--- src/rtl/operand_entry.sv ---
`default_nettype none
// ============================================================================
//  Module      : operand_entry
//  Description : Two-step operand entry front-end. Synchronises the slide
//                switches and buttons, debounces ENTER/CLEAR, and assembles
//                the {left, right} operand word with ready/valid status.
//  Revision    : 1.0 - initial release
// ============================================================================
module operand_entry #(
    parameter int DEBOUNCE_CYCLES = 1000000,
    parameter int CNT_W           = 20
) (
    input  logic       clk,
    input  logic       reset,
    input  logic [4:0] switches,
    input  logic       btn_enter,
    input  logic       btn_clear,
    output logic [9:0] operands,
    output logic       operands_ready,
    output logic       operands_valid,
    output logic [1:0] entry_state
);

    // Terminal count: the level is accepted on the DEBOUNCE_CYCLES-th
    // consecutive cycle of disagreement.
    localparam logic [CNT_W-1:0] C_CNT_MAX = CNT_W'(DEBOUNCE_CYCLES - 1);
    localparam logic [CNT_W-1:0] C_CNT_ONE = CNT_W'(1);

    typedef enum logic [1:0] {
        ST_WAIT_LEFT  = 2'b00,
        ST_WAIT_RIGHT = 2'b01,
        ST_DONE       = 2'b10
    } state_t;

    logic [4:0] r_sw_s1;
    logic [4:0] r_sw_s2;
    logic [1:0] w_btn_raw;
    logic [1:0] w_press;
    logic       w_enter_press;
    logic       w_clear_press;

    state_t     r_state;
    logic [4:0] r_left;
    logic [4:0] r_right;
    logic       r_ready;
    logic       r_valid;

    // Bit 0 is ENTER, bit 1 is CLEAR; both share the same conditioning chain.
    assign w_btn_raw     = {btn_clear, btn_enter};
    assign w_enter_press = w_press[0];
    assign w_clear_press = w_press[1];

    // Two-flop synchroniser for the switch bank (no debounce on switches).
    always_ff @(posedge clk or posedge reset) begin
        if (reset) begin
            r_sw_s1 <= 5'd0;
            r_sw_s2 <= 5'd0;
        end else begin
            r_sw_s1 <= switches;
            r_sw_s2 <= r_sw_s1;
        end
    end

    generate
        for (genvar gi = 0; gi < 2; gi++) begin : g_btn
            logic             r_s1;
            logic             r_s2;
            logic             r_db;
            logic             r_db_q;
            logic [CNT_W-1:0] r_cnt;

            // Two-flop synchroniser for the raw button.
            always_ff @(posedge clk or posedge reset) begin
                if (reset) begin
                    r_s1 <= 1'b0;
                    r_s2 <= 1'b0;
                end else begin
                    r_s1 <= w_btn_raw[gi];
                    r_s2 <= r_s1;
                end
            end

            // Accept a new level only after it has disagreed with the
            // debounced level for DEBOUNCE_CYCLES consecutive cycles.
            always_ff @(posedge clk or posedge reset) begin
                if (reset) begin
                    r_db  <= 1'b0;
                    r_cnt <= '0;
                end else if (r_s2 == r_db) begin
                    r_cnt <= '0;
                end else if (r_cnt == C_CNT_MAX) begin
                    r_db  <= r_s2;
                    r_cnt <= '0;
                end else begin
                    r_cnt <= r_cnt + C_CNT_ONE;
                end
            end

            // Delayed copy of the debounced level for rising-edge detection.
            always_ff @(posedge clk or posedge reset) begin
                if (reset) begin
                    r_db_q <= 1'b0;
                end else begin
                    r_db_q <= r_db;
                end
            end

            // One-cycle pulse per accepted press; releases and holds give nothing.
            assign w_press[gi] = r_db & ~r_db_q;
        end
    endgenerate

    // Entry sequencer: left then right; CLEAR overrides a simultaneous ENTER.
    always_ff @(posedge clk or posedge reset) begin
        if (reset) begin
            r_state <= ST_WAIT_LEFT;
            r_left  <= 5'd0;
            r_right <= 5'd0;
            r_ready <= 1'b0;
            r_valid <= 1'b0;
        end else begin
            r_valid <= 1'b0;
            if (w_clear_press) begin
                r_state <= ST_WAIT_LEFT;
                r_left  <= 5'd0;
                r_right <= 5'd0;
                r_ready <= 1'b0;
            end else begin
                case (r_state)
                    ST_WAIT_LEFT, ST_DONE: begin
                        // Starting a new pair from DONE behaves like a fresh left entry.
                        if (w_enter_press) begin
                            r_state <= ST_WAIT_RIGHT;
                            r_left  <= r_sw_s2;
                            r_right <= 5'd0;
                            r_ready <= 1'b0;
                        end
                    end
                    ST_WAIT_RIGHT: begin
                        if (w_enter_press) begin
                            r_state <= ST_DONE;
                            r_right <= r_sw_s2;
                            r_ready <= 1'b1;
                            r_valid <= 1'b1;
                        end
                    end
                    default: begin
                        r_state <= ST_WAIT_LEFT;
                        r_ready <= 1'b0;
                    end
                endcase
            end
        end
    end

    assign operands       = {r_left, r_right};
    assign operands_ready = r_ready;
    assign operands_valid = r_valid;
    assign entry_state    = r_state;

endmodule
`default_nettype wire

--- config.mk ---
export PLATFORM = sky130hd
export DESIGN_NAME = operand_entry
export DESIGN_NICKNAME = d
export VERILOG_FILES = /design/src/rtl/operand_entry.sv
export SDC_FILE = /design/constraint.sdc
export NUM_CORES = 1
export LEC_CHECK = 0
export CORE_MARGIN = 4
export CORE_UTILIZATION = 48
export DETAILED_ROUTE_END_ITERATION = 8
export PLACE_DENSITY = 0.68
export SYNTH_ARGS = -nofsm -noshare
export SYNTH_HDL_FRONTEND = slang
export SYNTH_SLANG_ARGS = --single-unit
--- constraint.sdc ---
create_clock -name clk -period 2.6 [get_ports clk]
set_clock_uncertainty 0.15 [all_clocks]
set_input_delay 0.26 -clock clk [delete_from_list [all_inputs] [get_ports clk]]
set_output_delay 0.26 -clock clk [all_outputs]
set_load 0.02 [all_outputs]
## Yosys cells after proc, flatten, opt, wreduce, memory -nomap -nowiden

Index checks and enable logic that the tools add are counted.

| storage, ports and cells | value |
|---|---|
| memory bits (writable) | 0 |
| register bits after elaboration | 72 |
| latch bits | 0 |
| memories kept | 0 |
| input bits | 9 |
| memory bits (read-only) | 0 |

| operators by class | value |
|---|---|
| equal/unequal tests | 8 |
| div/mod/pow operators | 0 |
| reductions and logical operators | 10 |
| shift-type cells | 0 |
| multipliers | 0 |
| order comparisons | 0 |
| bitwise logic cells | 6 |
| $add $sub $neg | 2 |
| multiplexer cells | 21 |

Operator list:

| kind | count |
|---|---|
| 20-bit two-way mux | 4 |
| 20-bit by 1-bit adder with 20-bit output, second input constant | 2 |
| 20-bit equality test, second input constant | 2 |
| 5-bit two-way mux | 5 |
| 5-bit case mux with 2 select lines | 1 |
| 2-bit AND reduction | 4 |
| 1-bit two-way mux | 6 |
| 2-bit two-way mux | 3 |
| 3-bit != test, second input constant | 2 |
| 1-bit NOT | 4 |
| 2-bit case mux with 2 select lines | 1 |
| 2-bit nonzero test | 2 |
| 3-bit AND reduction | 1 |
| 3-bit nonzero test | 1 |
| 1-bit AND | 2 |
| 1-bit equality test | 2 |
| 2-bit by 1-bit equality test with 1-bit output, second input constant | 1 |
| 2-bit equality test, second input constant | 1 |
| 2-bit zero test | 1 |
| 1-bit case mux with 2 select lines | 1 |
| 2-bit OR reduction | 1 |

## Depth between registers and ports, before layout

Gate-level depths: netlist of run 1.

| depth | value |
|---|---|
| depth in word-level cells | 5 |
| gate-level depth with buffers | 6 |
| gate-level depth less buffers | 5 |

## Worst setup path after synthesis of run 1

OpenSTA, ideal clock, no wires.

| timing | value |
|---|---|
| path kind | reg2reg |
| from | register g_btn[0].r_cnt[16] |
| to | register g_btn[0].r_cnt[10] |
| buffers on the path | 1 |
| stages on the path, launching flop included | 6 |
| library setup time | 121 ps |
| data arrival time | 1687 ps |
| period minus slack after synthesis | 1958 ps |
| data required time | 2329 ps |
| setup slack | 642 ps |
| path through | dfrtp_1 -> nand3_1 -> or4b_1 -> o31ai_4 -> buf_2 -> nor2_1 |

| on the way | value |
|---|---|
| longest elaborated chain between the ends | 3 |

RTL lines:

| what | RTL line | text |
|---|---|---|
| start: declaration | 70 | `logic [CNT_W-1:0] r_cnt;` |
| start signal: assignment | 95 | `r_cnt <= r_cnt + C_CNT_ONE;` |
| 20-bit equality test | 91 | `end else if (r_cnt == C_CNT_MAX) begin` |
| 20-bit two-way mux | 91 |  |
| 20-bit two-way mux | 89 | `end else if (r_s2 == r_db) begin` |

Every way passes these cells.
A chain may end at the register's enable or synchronous reset.

## Worst setup path in the final report of run 1

| timing | value |
|---|---|
| from | register g_btn[0].r_cnt[16] |
| to | register g_btn[0].r_cnt[8] |

The elaborated chain is that of the path after synthesis.

==> impl_metrics.py, run 1 <==
metrics = {
    "detailed_routing": {
        "wl_mm": 5.26,
        "avgRoutedWirePerCell_um": 13.6,
        "viasPerCell": 5.29,
        "firstDrtPassIters": 4,
        "drtIter0Drc": 66,
        "drcViolationCount": 0,
        "postRouteAntennaNets": 0,
        "vias": 2047,
    },
    "sta": {
        "final-hold-violation-count": 0,
        "finalSetupTns_ns": 0,
        "finalCriticalPeriod_ns": 2.10,
        "min_period_over_period": 0.806,
        "relSlewSlack": 0.594,
        "drv_slew": 0,
        "worst_pin_slew_ns": 0.607,
        "setup_viol": 0,
        "rsz0062_at_grt": "false",
        "max_freq_mhz": 477,
    },
    "clock_tree": {
        "cts_tree": "done",
        "ctsHtreeMaxLevel": 3,
        "clkTransAtPathRegs_ns": 0.08,
        "cts_max_path_buffers": 2,
        "numCtsBuffers": 9,
        "clock_sinks": 71,
        "cts_root_buf": "clkbuf_8",
        "hold_buffers": 0,
        "cts_resized": 0,
        "insertion_delay_ns": 0.33,
        "post_cts_buffers": 0,
    },
    "cells_and_area": {
        "n_fill_cell": 523,
        "layout_commonest_cell": "dfrtp_1",
        "final_cell_mix": "71 x dfrtp_1, 37 x nor2_1, 22 x clkdlybuf4s50_1, 16 x nand3_1, 16 x xnor2_1",
        "drive_above_1_share": 0.103,
        "areaGrowthSynthToFinish_pct": 17.1,
        "layout.nets": 318,
        "final_core_util": 0.589,
        "n_antenna_cell": 0,
        "final_cell_area_sq_um": 3550,
    },
    "synth": {
        "yosys-top-cells-area": "dfrtp_1 59%, xnor2_1 4.6%, nor2_1 4.6%",
        "synth_cell_types": 38,
        "synth-seq-cells": 71,
        "synth_compound_area_frac": 0.0755,
        "async_flop_share": 1.00,
        "yosysTopAreaCellShare": 0.586,
        "synth_area_sq_um": 3030,
        "yosys_warnings": 0,
        "synth_cells": 277,
        "synth_area_per_cell_sq_um": 10.9,
        "synth_simple_gate_area_share": 0.210,
        "yosys.area.top_type": "dfrtp_1",
        "synth_ff_type": "dfrtp_1",
        "synthMuxAreaShare": 0.0140,
        "synthAdderAreaFrac": 0.00825,
        "synth_seq_area_share": 0.586,
        "synthXorXnorAreaFrac": 0.0838,
        "synth_edf_count": 0,
        "synth_top_family_by_area": "simple AND/OR/NAND/NOR gates",
        "synth_nets": 288,
    },
    "pwr": {
        "clkPwrFrac": 0.418,
        "p_comb_frac": 0.031,
        "p_switching_mw": 0.466,
        "internal_power_mw": 1.59,
        "netSwitchingFraction": 0.226,
        "seqPwrFrac": 0.552,
        "power_density_nw_per_um2": 580,
        "p_leak_nw": 1.48,
        "ir_drop_v": 0.000407,
    },
    "floorplanning": {
        "die_w_um": 87.5,
        "row_count": 28,
        "die_h_um": 87.5,
        "die_area_sq_um": 7650,
        "coreArea_sq_um": 6030,
        "initial_core_util": 0.503,
        "ios": 23,
    },
    "worst_setup_path": {
        "crit_end": "g_btn[0].r_cnt[8]$_DFF_PP0_",
        "crit_family": "simple AND/OR/NAND/NOR gates",
        "critPathMaxStageDelay_ns": 0.59,
        "reg2reg_slack_ns": 0.50,
        "r2r_start": "g_btn[0].r_cnt[16]$_DFF_PP0_",
        "crit_slowest_cell": "or4b_1",
        "critPathKind": "flip-flop to flip-flop",
        "arrival_ns": 2.17,
        "critPathLaunch": "g_btn[0].r_cnt[16]$_DFF_PP0_",
        "crit_cells": 5,
        "cp-start-kind": "flip-flop",
        "required_ns": 2.67,
        "crit_path_cell_trace": "nand3_1 > or4b_1 > o31ai_4 > buf_4 > nor2_1",
        "cp_max_fo": 11,
        "r2r_cells": 5,
        "crit_path_end_kind": "flip-flop",
        "worst-path-buf-inv": 1,
        "timing.rr.end": "g_btn[0].r_cnt[8]$_DFF_PP0_",
    },
    "global_routing": {
        "antenna_found_initial": 0,
        "grt_pass1_vias": 2073,
        "grt_max_degree": 48,
        "gr-total-overflow": 0,
        "grt_pass1_wl_mm": 9.45,
        "track_usage": 0.160,
    },
    "placed_design": {
        "io_buffers": 22,
        "gp_congestion": 0.795,
        "place_area_sq_um": 3350,
        "dp_hpwl_mm": 3.60,
    },
    "worst_hold_path": {
        "hold_class": "input port to async pin",
    },
    "run": {
        "maxCapViolations": 0,
    },
    "status": {
        "outcome": "finished, final reports clean",
    },
}
cell usage after synthesis (4+ instances only):
master / count
a21oi_1: 15
a22o_1: 5
and3_1: 4
clkbuf_1: 5
dfrtp_1: 71
inv_1: 8
nand2_1: 14
nand3_1: 16
nand4_1: 6
nor2_1: 37
nor3_1: 5
nor4_1: 9
o21ai_0: 10
o31ai_1: 4
or3_1: 6
xnor2_1: 16
xor2_1: 13
stage by stage:
step           total power, mW  hold WS, ns  setup WS [ns]  instances
2_1_floorplan             1.19        0.141          0.393        277
3_3_place_gp              1.22        0.182          0.491        371
3_5_place_dp              1.22        0.186          0.494        371
4_1_cts                   2.09        0.134          0.497        387
5_1_grt                   2.16        0.168          0.352        387
6_report                  2.06        0.140          0.503        387
power groups by stage:
stage / registers [mW] / logic [mW] / clock network, mW
floorplan: 1.15 / 0.0389 / 0
global placement: 1.16 / 0.0653 / 0
detailed placement: 1.16 / 0.0662 / 0
CTS: 1.14 / 0.0666 / 0.892
global route: 1.14 / 0.0744 / 0.942
finish: 1.14 / 0.0634 / 0.860
per-layer routing:
layer  global-route usage  vias to the layer above  part of all wire
met5                    0                        -                 0
met4               0.0795                        0             0.017
met3               0.0397                        8             0.023
met2                0.248                       17              0.47
met1                0.209                      986              0.49
li1                     -                     1036                 -
worst reg2reg max path, delay by kind of cell, from the launching register on:
kind | cells | cell delay, ns
AND/OR/NAND/NOR | 3 | 0.81
flip-flops | 1 | 0.40
AO/OA/AOI/OAI | 1 | 0.37
buffers and inverters | 1 | 0.26
registers in the layout (all words and copies together) (netlist names), 5 cells and up:
name and count:
g_btn.r_cnt 40, r_sw_s1 5, r_left 5, r_right 5, r_sw_s2 5
cells by family after synthesis:
kind of cell	after synthesis
flip-flops	71
AND/OR/NAND/NOR	119
buffers and inverters	16
XOR/XNOR	29
adder cells (fa/ha/maj)	2
multiplexers	4
AO/OA/AOI/OAI	36
worst min-delay path by stage:
stage | from | endpoint | slack [ns] | cells past startpoint
final | reset | g_btn[0].r_cnt[17]$_DFF_PP0_ | 0.14 | 3
after detailed placement | r_sw_s1[3]$_DFF_PP0_ | r_sw_s2[3]$_DFF_PP0_ | 0.19 | 0
after global routing | reset | g_btn[0].r_cnt[17]$_DFF_PP0_ | 0.17 | 3
after CTS | reset | g_btn[0].r_db_q$_DFF_PP0_ | 0.13 | 3
after floorplan | btn_enter | g_btn[0].r_s1$_DFF_PP0_ | 0.14 | 0
after global placement | r_sw_s1[2]$_DFF_PP0_ | r_sw_s2[2]$_DFF_PP0_ | 0.18 | 0
final cells by class:
type,instances,area (sq um),share of cell area
flip-flops and latches,71,1780,0.501
repair buffers,27,258,0.0726
inverters,8,30.0,0.00846
clock buffers,10,128,0.0360
clock inverters,6,70.1,0.0197
well taps,75,93.8,0.0264
multi-input cells,190,1190,0.336
Note: power is estimated with default switching activity, not from simulation.
==> run 2, diff against run 1 <==
- clock period: 2.6 -> 2 ns (I/O delays scaled with it)
==> impl_metrics.py, run 2 (synthesized netlist as in run 1, its figures left out) <==
metrics = {
    "run": {
        "maxCapViolations": 0,
    },
    "worst_setup_path": {
        "r2r_start": "g_btn[1].r_cnt[9]$_DFF_PP0_",
        "crit_slowest_cell": "or4_4",
        "critPathKind": "flip-flop to flip-flop",
        "cp_max_fo": 8,
        "crit_path_end_kind": "flip-flop",
        "crit_end": "g_btn[1].r_cnt[18]$_DFF_PP0_",
        "critPathMaxStageDelay_ns": 0.58,
        "crit_top_cell": "or4_4",
        "cp-start-kind": "flip-flop",
        "timing.rr.end": "g_btn[1].r_cnt[18]$_DFF_PP0_",
        "crit_path_cell_trace": "nand4_2 > or4_4 > or4_4 > a21oi_2",
        "arrival_ns": 2.05,
        "required_ns": 2.12,
        "critPathLaunch": "g_btn[1].r_cnt[9]$_DFF_PP0_",
        "r2r_cells": 4,
        "reg2reg_slack_ns": 0.07,
    },
    "global_routing": {
        "antenna_found_initial": 0,
        "grt_pass1_wl_mm": 10.2,
        "grt_pass1_vias": 2279,
        "gr-total-overflow": 0,
        "track_usage": 0.172,
        "grt_max_degree": 72,
    },
    "placed_design": {
        "place_area_sq_um": 3540,
        "io_buffers": 22,
        "dp_hpwl_mm": 3.88,
        "dpl_worst_slack_ns": 0.0292,
        "gp_congestion": 0.851,
        "placedCellCount": 392,
    },
    "clock_tree": {
        "clock_sinks": 71,
        "hold_buffers": 0,
        "cts_root_buf": "clkbuf_8",
        "cts_max_path_buffers": 2,
        "numCtsBuffers": 9,
        "insertion_delay_ns": 0.34,
        "clkTransAtPathRegs_ns": 0.08,
        "cts_tree": "done",
        "ctsHtreeMaxLevel": 3,
    },
    "cells_and_area": {
        "drive_above_1_share": 0.185,
        "areaGrowthSynthToFinish_pct": 25.0,
        "layout_commonest_cell": "dfrtp_1",
        "final_cells": 410,
        "final_core_util": 0.629,
        "multi_input_area_sq_um": 1220,
        "regArea_sq_um": 1780,
        "n_fill_cell": 502,
        "n_antenna_cell": 0,
        "final_cell_mix": "71 x dfrtp_1, 37 x nor2_1, 26 x buf_4, 22 x clkdlybuf4s50_1, 16 x xnor2_1",
        "layout.nets": 341,
        "final_cell_area_sq_um": 3790,
        "largest-register": "g_btn.r_cnt",
        "largest_reg_flops": 40,
    },
    "pwr": {
        "internal_power_mw": 2.11,
        "p_switching_mw": 0.626,
        "netSwitchingFraction": 0.229,
        "seqPwrFrac": 0.539,
        "p_leak_nw": 1.61,
        "p_comb_frac": 0.034,
        "clkPwrFrac": 0.427,
        "power_density_nw_per_um2": 722,
        "ir_drop_v": 0.000607,
    },
    "floorplanning": {
        "ios": 23,
        "coreArea_sq_um": 6030,
        "die_w_um": 87.5,
        "die_area_sq_um": 7650,
        "initial_core_util": 0.503,
        "die_h_um": 87.5,
        "row_count": 28,
    },
    "sta": {
        "setup_viol": 0,
        "drv_slew": 0,
        "finalSetupTns_ns": 0,
        "rsz0062_at_grt": "false",
        "finalCriticalPeriod_ns": 1.93,
        "final-hold-violation-count": 0,
        "min_period_over_period": 0.964,
        "worst_pin_slew_ns": 0.395,
        "relSlewSlack": 0.736,
        "max_freq_mhz": 518,
        "setup_ws_ns": 0.0710,
    },
    "worst_hold_path": {
        "hold_class": "input port to flip-flop",
    },
    "detailed_routing": {
        "wl_mm": 5.77,
        "vias": 2210,
        "drtIter0Drc": 98,
        "avgRoutedWirePerCell_um": 14.1,
        "firstDrtPassIters": 4,
        "viasPerCell": 5.39,
        "drcViolationCount": 0,
        "postRouteAntennaNets": 0,
    },
    "status": {
        "outcome": "finished, final reports clean",
    },
}
[run 2: cell type report]
cell class                      instances  share of cell area
Inverter                                8             0.00892
Clock buffer                           10              0.0363
Clock inverter                          6              0.0178
Timing Repair Buffer                   50               0.120
Tap cell                               75              0.0248
Multi-Input combinational cell        190               0.323
Sequential cell                        71               0.469
[run 2: critical path: cells and delay by family (launching register included)]
family	cells	cell delay (ns)
AND/OR/NAND/NOR	3	1.15
flip-flops	1	0.42
AO/OA/AOI/OAI	1	0.14
[run 2: how the worst min path moves through the flow]
stage | start | to | slack, ns | cells past startpoint
after floorplan | btn_enter | g_btn[0].r_s1$_DFF_PP0_ | 0.08 | 0
after global placement | g_btn[1].r_s1$_DFF_PP0_ | g_btn[1].r_s2$_DFF_PP0_ | 0.18 | 0
after detailed placement | r_sw_s1[3]$_DFF_PP0_ | r_sw_s2[3]$_DFF_PP0_ | 0.18 | 0
after CTS | btn_clear | g_btn[1].r_s1$_DFF_PP0_ | 0.13 | 1
after global routing | switches[4] | r_sw_s1[4]$_DFF_PP0_ | 0.13 | 1
final | btn_enter | g_btn[0].r_s1$_DFF_PP0_ | 0.14 | 1
[run 2: through the flow]
step,total power [mW],hold WS [ns]
after floorplan,1.55,0.0814
after global placement,1.60,0.181
after detailed placement,1.60,0.185
after CTS,2.77,0.127
after global routing,2.84,0.127
final,2.74,0.140
[run 2: layer usage]
layer	up-vias	global-route usage	part of all wire
li1	1082	-	-
met1	1088	0.218	0.45
met2	32	0.274	0.50
met3	8	0.0587	0.035
met4	0	0.0614	0.011
met5	-	0	0
[run 2: power groups by stage]
stage                     Combinational [mW]  Clock, mW  Sequential [mW]
after CTS                             0.0958       1.20             1.48
after global routing                   0.107       1.26             1.48
after detailed placement              0.0955          0             1.50
final                                 0.0932       1.17             1.48
after global placement                0.0930          0             1.50
after floorplan                       0.0510          0             1.50
[run 2: timing repair]
action | in CTS | in global routing
endpoints found under the setup margin | 0 | 21
setup buffers | 0 | 2
resized for setup | 0 | 6
==> run 3, diff against run 2 <==
- CAP_MARGIN: unset -> 15
==> results of run 3 <==
No change in the layout: final DEF, timing and power equal those of run 2.
